### src/rtl/mem_access_ctrl.sv
// Memory access controller: round-robin IF/DM arbitration, MAR load/drive, then a read or
// write strobe held WAIT_STATES+1 cycles, then a one-cycle ack. Req-to-ack latency 4+WAIT_STATES.
module mem_access_ctrl #(
  parameter int ADDR_W      = 13,
  parameter int DATA_W      = 16,
  parameter int WAIT_STATES = 1
) (
  input  logic              clk,
  input  logic              rst,
  input  logic              if_req,
  input  logic [ADDR_W-1:0] if_addr,
  output logic              if_ack,
  output logic [DATA_W-1:0] if_rdata,
  input  logic              dm_req,
  input  logic              dm_we,
  input  logic [ADDR_W-1:0] dm_addr,
  input  logic [DATA_W-1:0] dm_wdata,
  output logic              dm_ack,
  output logic [DATA_W-1:0] dm_rdata,
  output logic              wr_MAR,
  output logic              re_MAR,
  output logic [ADDR_W-1:0] MARin,
  output logic              mem_rd,
  output logic              mem_wr,
  output logic [DATA_W-1:0] mem_wdata,
  input  logic [DATA_W-1:0] mem_rdata,
  output logic              busy
);

  typedef enum logic [2:0] {IDLE, LOAD, ISSUE, ACCESS, DONE} state_t;

  localparam logic [3:0] WS = 4'(WAIT_STATES);

  state_t            state, state_nxt;
  logic              gnt_dm;
  logic              last_dm;
  logic              we_q;
  logic [ADDR_W-1:0] addr_q;
  logic [DATA_W-1:0] wdata_q;
  logic [3:0]        wait_cnt;
  logic              grant_vld;
  logic              grant_dm;

  // On contention the requester not served last wins.
  always_comb begin
    grant_vld = if_req | dm_req;
    grant_dm  = dm_req & (~if_req | ~last_dm);
  end

  always_comb begin
    state_nxt = state;
    case (state)
      IDLE:    if (grant_vld) state_nxt = LOAD;
      LOAD:    state_nxt = ISSUE;
      ISSUE:   state_nxt = ACCESS;
      ACCESS:  if (wait_cnt == 4'd0) state_nxt = DONE;
      DONE:    state_nxt = IDLE;
      default: state_nxt = IDLE;
    endcase
  end

  always_ff @(posedge clk) begin
    if (rst) begin
      state    <= IDLE;
      gnt_dm   <= 1'b0;
      last_dm  <= 1'b0;
      we_q     <= 1'b0;
      addr_q   <= '0;
      wdata_q  <= '0;
      wait_cnt <= 4'd0;
      if_rdata <= '0;
      dm_rdata <= '0;
    end else begin
      state <= state_nxt;
      case (state)
        IDLE: begin
          if (grant_vld) begin
            gnt_dm  <= grant_dm;
            last_dm <= grant_dm;
            we_q    <= grant_dm & dm_we;
            addr_q  <= grant_dm ? dm_addr : if_addr;
            wdata_q <= grant_dm ? dm_wdata : '0;
          end
        end
        ISSUE: wait_cnt <= WS;
        ACCESS: begin
          if (wait_cnt == 4'd0) begin
            if (!we_q) begin
              if (gnt_dm) dm_rdata <= mem_rdata;
              else        if_rdata <= mem_rdata;
            end
          end else begin
            wait_cnt <= wait_cnt - 4'd1;
          end
        end
        default: ;
      endcase
    end
  end

  always_comb begin
    wr_MAR    = (state == LOAD);
    re_MAR    = (state == ISSUE);
    MARin     = (state == LOAD) ? addr_q : '0;
    mem_rd    = (state == ACCESS) & ~we_q;
    mem_wr    = (state == ACCESS) & we_q;
    mem_wdata = (state == ACCESS) ? wdata_q : '0;
    if_ack    = (state == DONE) & ~gnt_dm;
    dm_ack    = (state == DONE) & gnt_dm;
    busy      = (state != IDLE);
  end

endmodule

### config.mk
export PLATFORM = sky130hd
export DESIGN_NAME = mem_access_ctrl
export DESIGN_NICKNAME = d
export VERILOG_FILES = /design/src/rtl/mem_access_ctrl.sv
export SDC_FILE = /design/constraint.sdc
export NUM_CORES = 1
export LEC_CHECK = 0
export ABC_AREA = 0
export CAP_MARGIN = 25
export CORE_MARGIN = 4
export CORE_UTILIZATION = 44
export CTS_BUF_LIST = sky130_fd_sc_hd__clkbuf_8
export DETAILED_ROUTE_END_ITERATION = 16
export PLACE_DENSITY = 0.82
export SLEW_MARGIN = 10
export SYNTH_ARGS = -nofsm -noshare
export SYNTH_HDL_FRONTEND = slang
export SYNTH_SLANG_ARGS = --single-unit
### constraint.sdc
create_clock -name clk -period 1.9 [get_ports clk]
set_input_delay 0.285 -clock clk [delete_from_list [all_inputs] [get_ports clk]]
set_output_delay 0.285 -clock clk [all_outputs]
set_load 0.1 [all_outputs]
Word-level counts from Yosys, hierarchy flattened
Index checks and enable logic that the tools add are counted.
Storage, ports and cells
  register bits: 70
  bits of input ports: 63
  output and inout port bits: 68
  word-level logic and storage cells: 45
Operators by class
  add/subtract/negate cells: 1
  eq/ne operators: 7
  muxes and demuxes: 9
  bitwise operators: 11
  reductions and logical operators: 9
Operators with widths (count)
  16-bit 2-to-1 mux: 2
  13-bit 2-to-1 mux: 2
  3-bit one-hot mux with 4 select lines: 1
  4-bit one-hot mux with 2 select lines: 1
  4-bit AND reduction: 2
  1-bit AND: 6
  3-bit by 2-bit equality test with 1-bit output (second input constant): 2
  3-bit 2-to-1 mux: 2
  2-bit inequality test (second input constant): 3
  2-bit AND reduction: 3
  4-bit logical NOT: 1
  4-bit 2-to-1 mux: 1
  4-bit by 1-bit subtractor with 4-bit output (second input constant): 1
  3-bit by 1-bit equality test with 1-bit output (second input constant): 1
  3-bit equality test (second input constant): 1
  3-bit logical NOT: 1
  1-bit inverter: 3
  3-bit nonzero test: 1
  1-bit OR: 2
  2-bit nonzero test: 1

Depth between registers and ports, before layout
Gate-level depths: netlist of run 1.
  depth after elaboration: 4
  mapped depth: 7
  gate-level depth less buffers: 5

Worst setup path before layout of run 1
OpenSTA, ideal clock, no wires.
  kind: register -> output
  start: reg state[2]
  end: out MARin[10]
  arrival time: 2.683 ns
  required time: 1.615 ns
  setup slack: -1.068 ns
  cell stages (with the launch flop): 5
  buffers on the path: 2
  cells stage by stage: dfxtp_1 clkbuf_1 nor3b_1 clkbuf_1 and2_1
On the way
  word-level cells in the longest chain between the ends: 2
RTL lines
  start, declared: RTL line 34  | state_t state, state_nxt;
  start signal, assigned: RTL line 74  | state <= state_nxt;
  3-bit by 1-bit equality test with 1-bit output
  via wr_MAR: RTL line 20  | output logic wr_MAR,
  13-bit 2-to-1 mux: RTL line 104  | MARin = (state == LOAD) ? addr_q : '0;
  end, declared: RTL line 22  | output logic [ADDR_W-1:0] MARin,
The timed path passes the listed nets, and every way through them passes these cells.

Worst setup path in the final report of run 1
  start: reg state[1]
  end: out mem_wdata[5]
On the way
  word-level cells in the longest chain between the ends: 2
RTL lines
  3-bit by 2-bit equality test with 1-bit output: RTL line 107  | mem_wdata = (state == ACCESS) ? wdata_q : '0;
  16-bit 2-to-1 mux: RTL line 107
  end, declared: RTL line 25  | output logic [DATA_W-1:0] mem_wdata,
Every way passes these cells.

==> results.txt, run 1 <==
----------------------------------------------------
[CTS]
  Clock root buffer ... clkbuf_8
  Clock slew at the register clock pins of the worst setup and hold paths ... around 80 ps
  Clock tree from TritonCTS ... yes
  Clock buffer count from CTS ... 9
  Clk buf depth ... 2
  H-tree depth ... 3
  Count of hold-fix buffers inserted at cts ... 0
  Later-pin clock latency in the skew report ... between 300 and 400 ps
  Clock sinks ... 70

[Yosys]
  EDFF count, synth ... 0
  Number of warnings reported in the yosys synthesis log ... 0
  Main area contributors after synthesis ... dfxtp_1 (44%), a21oi_1 (7.7%), nand4_1 (6.5%), and2_1 (5.9%), o21ai_0 (5.5%)
  FFs w/ async S/R, synth ... 0
  Cell taking the most area after synthesis ... dfxtp_1
  Number of instances in the synthesized netlist ... roughly 380
  Share of the yosys chip area belonging to registers ... 0.4387
  Average instance area after synthesis ... 8.428 um^2
  Ys flop type ... dfxtp_1
  Leading cell type by number of instances after synthesis ... dfxtp_1
  Synthesized netlist net count ... approximately 440
  Synth Area in Adders ... 0.003917
  Xor/xnor share of the synthesized area ... 0
  Most used standard cells in the synthesized netlist ... dfxtp_1 (70), a21oi_1 (49), o21ai_0 (35)
  Top-area cell type share of the netlist area ... 0.4387
  Synthesized cell area ... 3194 um^2
  Area fraction in and, or, nand and nor cells after synthesis ... 0.2307
  Largest family of logic cells by synthesized area ... simple AND/OR/NAND/NOR gates
  Count of different cell masters after synthesis ... 39
  Yosys reg bits ... 70
  Share of cell area taken by muxes after synthesis ... 0.05327
  Area fraction in compound gates after synthesis ... 0.2135

[Finish]
  Final antenna diode count ... 0
  Layout Area Growth over Synthesis ... 67.92%
  Share of layout cells above drive strength 1 ... 0.3113
  Area of the multi-input gates ... about 1700 um^2
  Filler cells ... between 400 and 500
  Net count, final ... 573
  Register cell area after layout ... roughly 1400 um^2
  Post-layout instance count excluding filler cells ... 610
  Post-route standard cell area excluding fillers ... roughly 5400 um^2
  Utilization after layout ... 0.7766

[Placed design]
  Number of port buffers ... 130
  HPWL reported at the end of detailed placement ... between 6000 and 7000 um
  Inst Count DP ... around 580
  Placed cell areas ... 4908 um^2
  Placer's final routability congestion estimate ... approximately 0.80

[Worst hold path]
  Cells on Worst Hold Path ... 2
  Worst Hold Launch ... rst
  Kind of path behind the tightest hold check ... input port to flop
  Endpoint with the worst hold slack ... wdata_q[9]$_SDFFE_PP0P_

[Drt]
  Average detailed-routed wire length per instance ... ~17 um
  Met2 wire len ... ~5000 um
  Residual DRC ... 0
  Detailed-route wire length ... roughly 10,000 um
  Met3 Routed Length ... just over 900 um
  Antenna-violating nets left ... 0
  Detailed-router iteration count before antenna repair ... 6
  Via count ... 3,411
  Highest signal layer in the routed design ... met4
  1st-iter DRT viols ... 128
  Vias per cell ... between 5 and 6
  Met1 routed wirelength after detailed routing ... ~4200 um

[STA]
  Setup violators final ... 0
  Final min period ... approximately 1900 ps
  Slew of the pin with the lowest slew margin ... about 860 ps
  Clock tree skew after final layout ... roughly 7.6 ps
  Fmax ... 0.5281 GHz
  Final Hold Violating Endpoints ... 0
  Slew margin rel. ... 0.4222
  Final clock period utilization by the worst path ... 0.9966
  Max-slew violation count ... 0
  Unrepaired setup endpoints after global routing ... yes
  Worst hold margin ... 370.8 ps

[Power]
  Relative contribution of sequential cells to total power ... 0.365
  Clock group share of total power ... 0.365
  Switching power of the nets ... 1.355 mW
  Power density over cell area ... just over 800 nW/um^2
  Switching Share ... 0.3071
  Internal power contribution ... slightly above 3 mW
  Peak supply drop ... between 500 and 600 uV
  Combinational fraction of design power ... 0.270
  Static power due to leakage ... ~2.1 nW
  Post-route total power ... roughly 4.4 mW

[Global route]
  Global-route usage over all layers ... 0.2265
  Wire length of the first global-routing pass ... 15,910 um
  Total congestion overflow ... 0
  Number of antenna violations at the first check in global routing ... 0
  Vias in the first global route ... roughly 3,300
  Maximum number of pins on one net before global-route repair ... 45

[Critical path]
  Worst-case reg-to-reg path depth ... 6
  End of the worst register-to-register path ... if_rdata[3]$_SDFFE_PP0P_
  Type of element capturing the critical path ... primary output
  Library cell contributing the largest single delay on the critical path ... dfxtp_4
  Worst setup path class ... flop to primary output
  Maximum fanout count along the critical path ... 11
  Endpoint arrival time on the critical path ... about 1600 ps
  Required time of the critical path ... 1620 ps
  Cell breakdown of the critical path ... buf_6, and3b_2, buf_8, and2_2, buf_12
  RR Startpoint ... wait_cnt[0]$_SDFFE_PP0P_
  Delay of the slowest critical-path stage ... 360 ps
  Startpoint Class ... flop
  Register-to-register setup slack ... about 200 ps

[Die]
  Core area ... approximately 6900 um^2
  Top-level port count ... roughly 130
  Initial cell density of the core ... 0.4625
  Die height ... about 93 um
  Area of the die ... 8687 um^2
  Placement row count ... 30
  DIE WIDTH ... 93.21 um

[Job]
  Total of max-cap violations ... 0

[Status]
  Status ... finished clean

----------------------------------------------------
[routing by layer]
layer  track usage  vias up
met1        0.2824     1610
met4       0.07448        0
met5             0        -
li1              -     1637
met2        0.3671      155
met3       0.07643        9
[area by class of cell]
cell class                      instances  area share
Tap cell                               96     0.02239
Multi-Input combinational cell        262      0.3175
Sequential cell                        70      0.2634
Clock inverter                          6     0.02473
Inverter                                7    0.006298
Timing Repair Buffer                  159      0.3401
Clock buffer                           10     0.02566
[worst max-delay path, delay by kind of cell (launching register included)]
| family | cells | cell delay [ps] |
|---|---|---|
| DFF | 1 | 360 |
| and+or+nand+nor | 2 | 450 |
| buffers and inverters | 3 | 450 |
[power by group through the flow]
stage	clock network, mW	registers (mW)	logic, mW
6_report	1.61	1.61	1.19
3_3_place_gp	0	1.63	1.10
2_1_floorplan	0	1.71	0.631
5_1_grt	1.71	1.62	1.26
3_5_place_dp	0	1.64	1.11
4_1_cts	1.62	1.60	1.14
[cell families after synthesis]
group | count (synthesis)
fa+ha+maj | 1
mux | 17
compound gates | 116
simple gates | 128
flops | 70
buf+inv | 47
[worst max-delay path by stage]
| stage | start | end | slack (ps) |
|---|---|---|---|
| floorplan | state[2]$_SDFFE_PP0P_ | MARin[10] | -80 |
| global placement | dm_req | last_dm$_SDFFE_PP0P_ | -10 |
| detailed placement | dm_req | addr_q[3]$_SDFFE_PP0P_ | -180 |
| CTS | state[2]$_SDFFE_PP0P_ | MARin[1] | -40 |
| global route | state[1]$_SDFFE_PP0P_ | mem_wdata[5] | -40 |
| finish | state[1]$_SDFFE_PP0P_ | mem_wdata[5] | 6 |
[cell usage in the layout (no fill, tap or decap), drive strengths merged, types with 2 or more instances in the layout]
cell / instances
clkinv: 2
dfxtp: 70
bufinv: 4
o32ai: 13
nand2: 34
o21ai: 35
clkinvlp: 2
inv: 5
clkbuf: 10
clkdlybuf4s50: 61
nor2: 4
nand3: 3
buf: 98
nor3: 5
mux2i: 17
a211oi: 14
nor3b: 2
nor4: 2
or3b: 2
a21oi: 49
nand4: 33
and2: 30
nand4bb: 2
or3: 3
[flip-flops by register name, indices dropped and copies added, names as in the netlist]
| signal | flops |
|---|---|
| state | 3 |
| wdata_q | 16 |
| dm_rdata | 16 |
| last_dm | 1 |
| if_rdata | 16 |
| we_q | 1 |
| addr_q | 13 |
| wait_cnt | 4 |
[what timing repair did]
action	4_1_cts	5_1_grt
pin swaps	0	15
resized for setup	12	35
endpoints found under the setup margin	33	35
setup buffers	1	8
gates cloned	1	1
[stage by stage]
| step | setup slack, ps | TNS [ps] |
|---|---|---|
| 6_report | 6.435 | 0 |
| 5_1_grt | -44.99 | -413.7 |
| 4_1_cts | -43.89 | -313.1 |
| 3_5_place_dp | -184.0 | -2115 |
| 3_3_place_gp | -9.916 | -29.03 |
| 2_1_floorplan | -82.03 | -282.8 |
Note: power is estimated with default switching activity, not from simulation.
==> run 2: changes to the inputs <==
==> constraint.sdc (replaced) <==
create_clock -name clk -period 2 [get_ports clk]
set_input_delay 0.3 -clock clk [delete_from_list [all_inputs] [get_ports clk]]
set_output_delay 0.3 -clock clk [all_outputs]
set_load 0.1 [all_outputs]
==> run 2 against run 1 <==
  * Sequential cell count did not move
  * Die area did not move
  * Combinational power fell by 9%
  * Via count fell by 1.9%
  * Utilization fell by 2.3 points
  * Clock power fell by 7%
  * Design area fell by 2.9%
  * Power fell by 7.1%
  * Clock skew rose by 0.72 ps
  * Clock-buffer cell count fell by 1
  * First-iteration DRC count rose by 58%
  * Sequential power fell by 5%
  * Critical path type unchanged
==> results.txt, run 2 (same netlist as run 1, synthesis figures left out) <==
----------------------------------------------------
[Status]
  Status ... finished clean

[STA]
  Fmax ... ~0.5 GHz
  Slew of the pin with the lowest slew margin ... 820.2 ps
  Clock tree skew after final layout ... roughly 8.3 ps
  Worst hold margin ... between 300 and 400 ps
  Setup violators final ... 0
  Max-slew violation count ... 0
  Slew margin rel. ... 0.4521
  Final clock period utilization by the worst path ... 0.9830
  Final Hold Violating Endpoints ... 0
  Final min period ... 1966 ps
  Unrepaired setup endpoints after global routing ... yes

[Critical path]
  Startpoint Class ... flop
  Critical path destination ... MARin[10]
  Register-to-register setup slack ... roughly 120 ps
  End of the worst register-to-register path ... if_rdata[8]$_SDFFE_PP0P_
  Endpoint arrival time on the critical path ... around 1700 ps
  Worst-case reg-to-reg path depth ... 5
  Type of element capturing the critical path ... primary output
  Critical path launch point ... state[1]$_SDFFE_PP0P_
  RR Startpoint ... wait_cnt[0]$_SDFFE_PP0P_
  Maximum fanout count along the critical path ... 7
  Worst setup path class ... flop to primary output
  Required time of the critical path ... between 1500 and 2000 ps

[Global route]
  Maximum number of pins on one net before global-route repair ... between 40 and 50
  Global-route usage over all layers ... 0.2307
  Number of antenna violations at the first check in global routing ... 0
  Total congestion overflow ... 0
  Wire length of the first global-routing pass ... 15,890 um
  Vias in the first global route ... roughly 3,300

[CTS]
  Clock root buffer ... clkbuf_8
  Clk buf depth ... 2
  Later-pin clock latency in the skew report ... 350 ps
  H-tree depth ... 3
  Clock slew at the register clock pins of the worst setup and hold paths ... 80 ps
  Clock tree from TritonCTS ... yes
  Clock sinks ... 70
  Clock buffer count from CTS ... 9

[Power]
  Static power due to leakage ... around 2.0 nW
  Peak supply drop ... about 400 uV
  Power density over cell area ... a little under 800 nW/um^2

[Finish]
  Filler cells ... 510
  Most common cell after layout, fill and taps aside ... dfxtp_1
  Share of layout cells above drive strength 1 ... 0.2948
  Net count, final ... about 560
  Post-layout instance count excluding filler cells ... between 500 and 600
  Final antenna diode count ... 0
  Biggest registers after layout ... dm_rdata x16, if_rdata x16, wdata_q x16
  Layout Area Growth over Synthesis ... 62.98%
  Commonest cells after routing, fill and taps aside ... dfxtp_1 (67), clkdlybuf4s50_1 (61), a21oi_1 (49), buf_4 (49), buf_12 (36)

[Drt]
  Average detailed-routed wire length per instance ... 16.82 um
  Residual DRC ... 0
  Detailed-route wire length ... ~10,000 um
  Antenna-violating nets left ... 0
  Vias per cell ... between 5 and 6
  1st-iter DRT viols ... just over 200
  Detailed-router iteration count before antenna repair ... 4
  Via count ... ~3,300

[Die]
  Core area ... roughly 6900 um^2
  Placement row count ... 30
  Top-level port count ... 131
  DIE WIDTH ... just over 90 um
  Die height ... around 93 um
  Area of the die ... 8687 um^2
  Initial cell density of the core ... 0.4625

[Job]
  Total of max-cap violations ... 0

[Placed design]
  Placer's final routability congestion estimate ... between 0.8 and 0.9
  Number of port buffers ... 130
  Inst Count DP ... around 580
  HPWL reported at the end of detailed placement ... approximately 7400 um

[Worst hold path]
  Cells on Worst Hold Path ... 2
  Kind of path behind the tightest hold check ... input port to flop

----------------------------------------------------
## run 2: report_power, final
part,switching (mW),internal [mW]
clock network,0.538,0.950
logic,0.671,0.408
registers,0.0564,1.48
total,1.27,2.83
## run 2: metal layers
layer  share of wire  global-route usage  vias up  routed length, um
met1            0.40              0.2664     1579               3981
met5               0                   0        -                  0
met3           0.083             0.07482       21                836
met2            0.50              0.3923      131               4999
li1                -                   -     1614                  -
met4           0.024             0.09524        0                243
## run 2: final cells by class
cell class,instances,area [um^2],area share
multi-input combinational,262,1680,0.3228
clock buffer,9,123.9,0.02379
timing repair buffer,147,1704,0.3273
tap,96,120.1,0.02307
sequential,70,1405,0.2699
inverter,7,35.03,0.006729
clock inverter,7,137.6,0.02644
## run 2: worst min-delay path by stage
stage                                   start                   endpoint  slack [ps]
floorplan                       mem_rdata[10]  if_rdata[10]$_SDFFE_PP0P_         440
CTS                                       rst   dm_rdata[9]$_SDFFE_PP0P_         340
detailed placement  if_rdata[11]$_SDFFE_PP0P_  if_rdata[11]$_SDFFE_PP0P_         450
global placement    if_rdata[12]$_SDFFE_PP0P_  if_rdata[12]$_SDFFE_PP0P_         450
global route                              rst   dm_rdata[5]$_SDFFE_PP0P_         360
finish                                    rst   dm_rdata[5]$_SDFFE_PP0P_         350
## run 2: repair_timing
action,in CTS,in global routing
buffers inserted,0,1
endpoints found under the setup margin,32,29
resized for setup,9,8
pin swaps,0,0
cloned,0,1
hold buffers,0,0
## run 2: critical path, stage by stage (launching register included)
cell,delay [ps]
dfxtp_2,360
buf_4,170
nor3b_4,240
buf_4,190
and2_2,170
buf_12,170
## run 2: per-stage QoR
| stage | setup WS, ps | power [mW] | instance area, um^2 | util | setup TNS, ps |
|---|---|---|---|---|---|
| final | 34.06 | 4.100 | 5206 | 0.7538 | 0 |
| after global routing | -34.69 | 4.239 | 5206 | 0.7538 | -289.5 |
| after CTS | 14.33 | 4.101 | 5164 | 0.7476 | 0 |
| after detailed placement | -114.6 | 2.615 | 4886 | 0.7074 | -732.1 |
| after global placement | 38.18 | 2.586 | 4886 | 0.7074 | 0 |
| after floorplan | -87.76 | 2.220 | 3249 | - | -87.76 |
==> run 3: changes to the inputs <==
--- a/config.mk
+++ b/config.mk
@@ -8,10 +8,11 @@
 export ABC_AREA = 0
 export CAP_MARGIN = 25
 export CORE_MARGIN = 4
-export CORE_UTILIZATION = 44
+export CORE_UTILIZATION = 50
 export CTS_BUF_LIST = sky130_fd_sc_hd__clkbuf_8
 export DETAILED_ROUTE_END_ITERATION = 16
-export PLACE_DENSITY = 0.82
+export DONT_BUFFER_PORTS = 1
+export RECOVER_POWER = 100
 export SLEW_MARGIN = 10
 export SYNTH_ARGS = -nofsm -noshare
 export SYNTH_HDL_FRONTEND = slang
==> run 3 against run 2 <==
  * Non-clock buffer count decreased by 68
  * Routed wire length decreased by 15%
  * Sequential share of layout area increased by 8.0 points
  * First-iteration DRC count decreased by 49%
  * Largest cell class is now multi-input combinational cells
  * Clock skew decreased by 5.5 ps
  * Sequential power about the same
  * Clock power decreased by 33%
  * Utilization decreased by 9.1 points
  * Worst setup slack improved by 57 ps
  * Power decreased by 18%
  * Design area decreased by 23%
==> results.txt, run 3 (same netlist as run 1, synthesis figures left out) <==
----------------------------------------------------
[Finish]
  Most common cell after layout, fill and taps aside ... dfxtp_1
  Register cell area after layout ... around 1400 um^2
  Post-layout instance count excluding filler cells ... just over 500
  Layout Area Growth over Synthesis ... 25.70%
  Filler cells ... around 560
  Biggest registers after layout ... dm_rdata x16, if_rdata x16, wdata_q x16
  Final antenna diode count ... 0
  Area of the multi-input gates ... ~1700 um^2
  Net count, final ... around 490
  Post-route standard cell area excluding fillers ... between 4000 and 5000 um^2
  Commonest cells after routing, fill and taps aside ... dfxtp_1 (67), a21oi_1 (49), o21ai_0 (35)
  Share of layout cells above drive strength 1 ... 0.2933

[Global route]
  Total congestion overflow ... 0
  Wire length of the first global-routing pass ... roughly 14,000 um
  Vias in the first global route ... roughly 2,800
  Global-route usage over all layers ... 0.2230
  Maximum number of pins on one net before global-route repair ... between 50 and 60
  Number of antenna violations at the first check in global routing ... 0

[STA]
  Max-slew violation count ... 0
  Unrepaired setup endpoints after global routing ... no
  Final clock period utilization by the worst path ... 0.9547
  Final min period ... about 1900 ps
  Slew margin rel. ... 0.4975
  Minimum setup slack in the final design ... roughly 90 ps
  Clock tree skew after final layout ... between 2 and 3 ps
  Worst hold margin ... ~32 ps
  Fmax ... 0.5237 GHz
  Setup violators final ... 0
  Final Hold Violating Endpoints ... 0
  Slew of the pin with the lowest slew margin ... roughly 750 ps

[Placed design]
  Placed cell areas ... ~4000 um^2
  Inst Count DP ... about 500
  Placement Setup Slack ... 186.4 ps
  Placer's final routability congestion estimate ... about 0.84
  HPWL reported at the end of detailed placement ... just over 6000 um
  Number of port buffers ... 0

[Die]
  Area of the die ... around 7700 um^2
  DIE WIDTH ... approximately 88 um
  Placement row count ... 28
  Die height ... 87.93 um
  Core area ... roughly 6000 um^2
  Initial cell density of the core ... 0.5270
  Top-level port count ... between 100 and 150

[Job]
  Total of max-cap violations ... 0

[Critical path]
  Delay of the slowest critical-path stage ... between 400 and 500 ps
  Cell breakdown of the critical path ... buf_4, or3b_4, clkinvlp_4, buf_6
  Worst-case reg-to-reg path depth ... 6
  Endpoint arrival time on the critical path ... ~1600 ps
  Library cell contributing the largest single delay on the critical path ... or3b_4
  Maximum fanout count along the critical path ... 7
  Required time of the critical path ... about 1700 ps
  Type of element capturing the critical path ... primary output
  Startpoint Class ... flop
  Worst setup path class ... flop to primary output

[CTS]
  Clock sinks ... 70
  Clk buf depth ... 2
  Clock buffer count from CTS ... 9
  Clock root buffer ... clkbuf_8
  H-tree depth ... 3
  Clock tree from TritonCTS ... yes
  Clock slew at the register clock pins of the worst setup and hold paths ... approximately 70 ps
  Later-pin clock latency in the skew report ... around 330 ps

[Power]
  Post-route total power ... ~3.4 mW
  Power density over cell area ... ~840 nW/um^2
  Peak supply drop ... ~540 uV
  Static power due to leakage ... 1.583 nW

[Status]
  Status ... finished clean

[Drt]
  Vias per cell ... approximately 5.8
  Via count ... slightly below 3,000
  Average detailed-routed wire length per instance ... approximately 17 um
  Antenna-violating nets left ... 0
  Detailed-router iteration count before antenna repair ... 5
  Residual DRC ... 0
  Detailed-route wire length ... around 8500 um
  1st-iter DRT viols ... 103

[Worst hold path]
  Kind of path behind the tightest hold check ... input port to flop
  Cells on Worst Hold Path ... 1

----------------------------------------------------
run 3: cell types whose count changed in the layout (fill, tap and decap cells not counted), moves of 4 or more:
cell             delta
clkdlybuf4s50_1    -61
buf_4              -34
clkbuf_2           +33
buf_12             -31
buf_6              +19
and2_1              +4
and2_4              -4
bufinv_16           -4
run 3: per-stage QoR:
stage | TNS, ps | util
floorplan | -87.76 | -
global placement | 0 | 0.6763
detailed placement | 0 | 0.6763
CTS | 0 | 0.7054
global route | 0 | 0.6625
finish | 0 | 0.6625
run 3: per-layer routing:
metal  GRT usage  up-vias  routed length, um
li1            -     1476                  -
met1      0.3001     1349               3702
met2      0.3342      118               3964
met3     0.06303       13                712
met4     0.09623        0                143
met5           0        -                  0
run 3: final timing paths:
| kind | slack [ps] | startpoint | endpoint |
|---|---|---|---|
| hold reg to reg | 460 | wdata_q[1]$_SDFFE_PP0P_ | wdata_q[1]$_SDFFE_PP0P_ |
| hold / removal | 30 | rst | wdata_q[1]$_SDFFE_PP0P_ |
| setup / recovery | 90 | state[0]$_SDFFE_PP0P_ | re_MAR |
| setup reg to reg | 140 | wait_cnt[0]$_SDFFE_PP0P_ | if_rdata[13]$_SDFFE_PP0P_ |
run 3: where the power goes:
part	total, mW	internal (mW)	switching (mW)	leakage (nW)
logic	0.835	0.237	0.599	0.913
registers	1.53	1.48	0.0508	0.571
clock network	0.994	0.496	0.498	0.0990
run 3: critical path, delay by kind of cell, from the launching register on:
kind,cells,cell delay (ps)
buffers and inverters,3,490
DFF,1,370
and+or+nand+nor,1,420
run 3: cell type report:
class,count,share of cell area
Multi-Input combinational cell,262,0.4113
Sequential cell,70,0.3500
Timing Repair Buffer,79,0.1661
Clock buffer,11,0.03771
Tap cell,75,0.02337
Inverter,7,0.007479
Clock inverter,4,0.004051
run 3: repair_timing:
item	4_1_cts	5_1_grt
hold buffers	0	0
buffers inserted	0	1
resized for setup	4	2
endpoints found under the setup margin	22	30
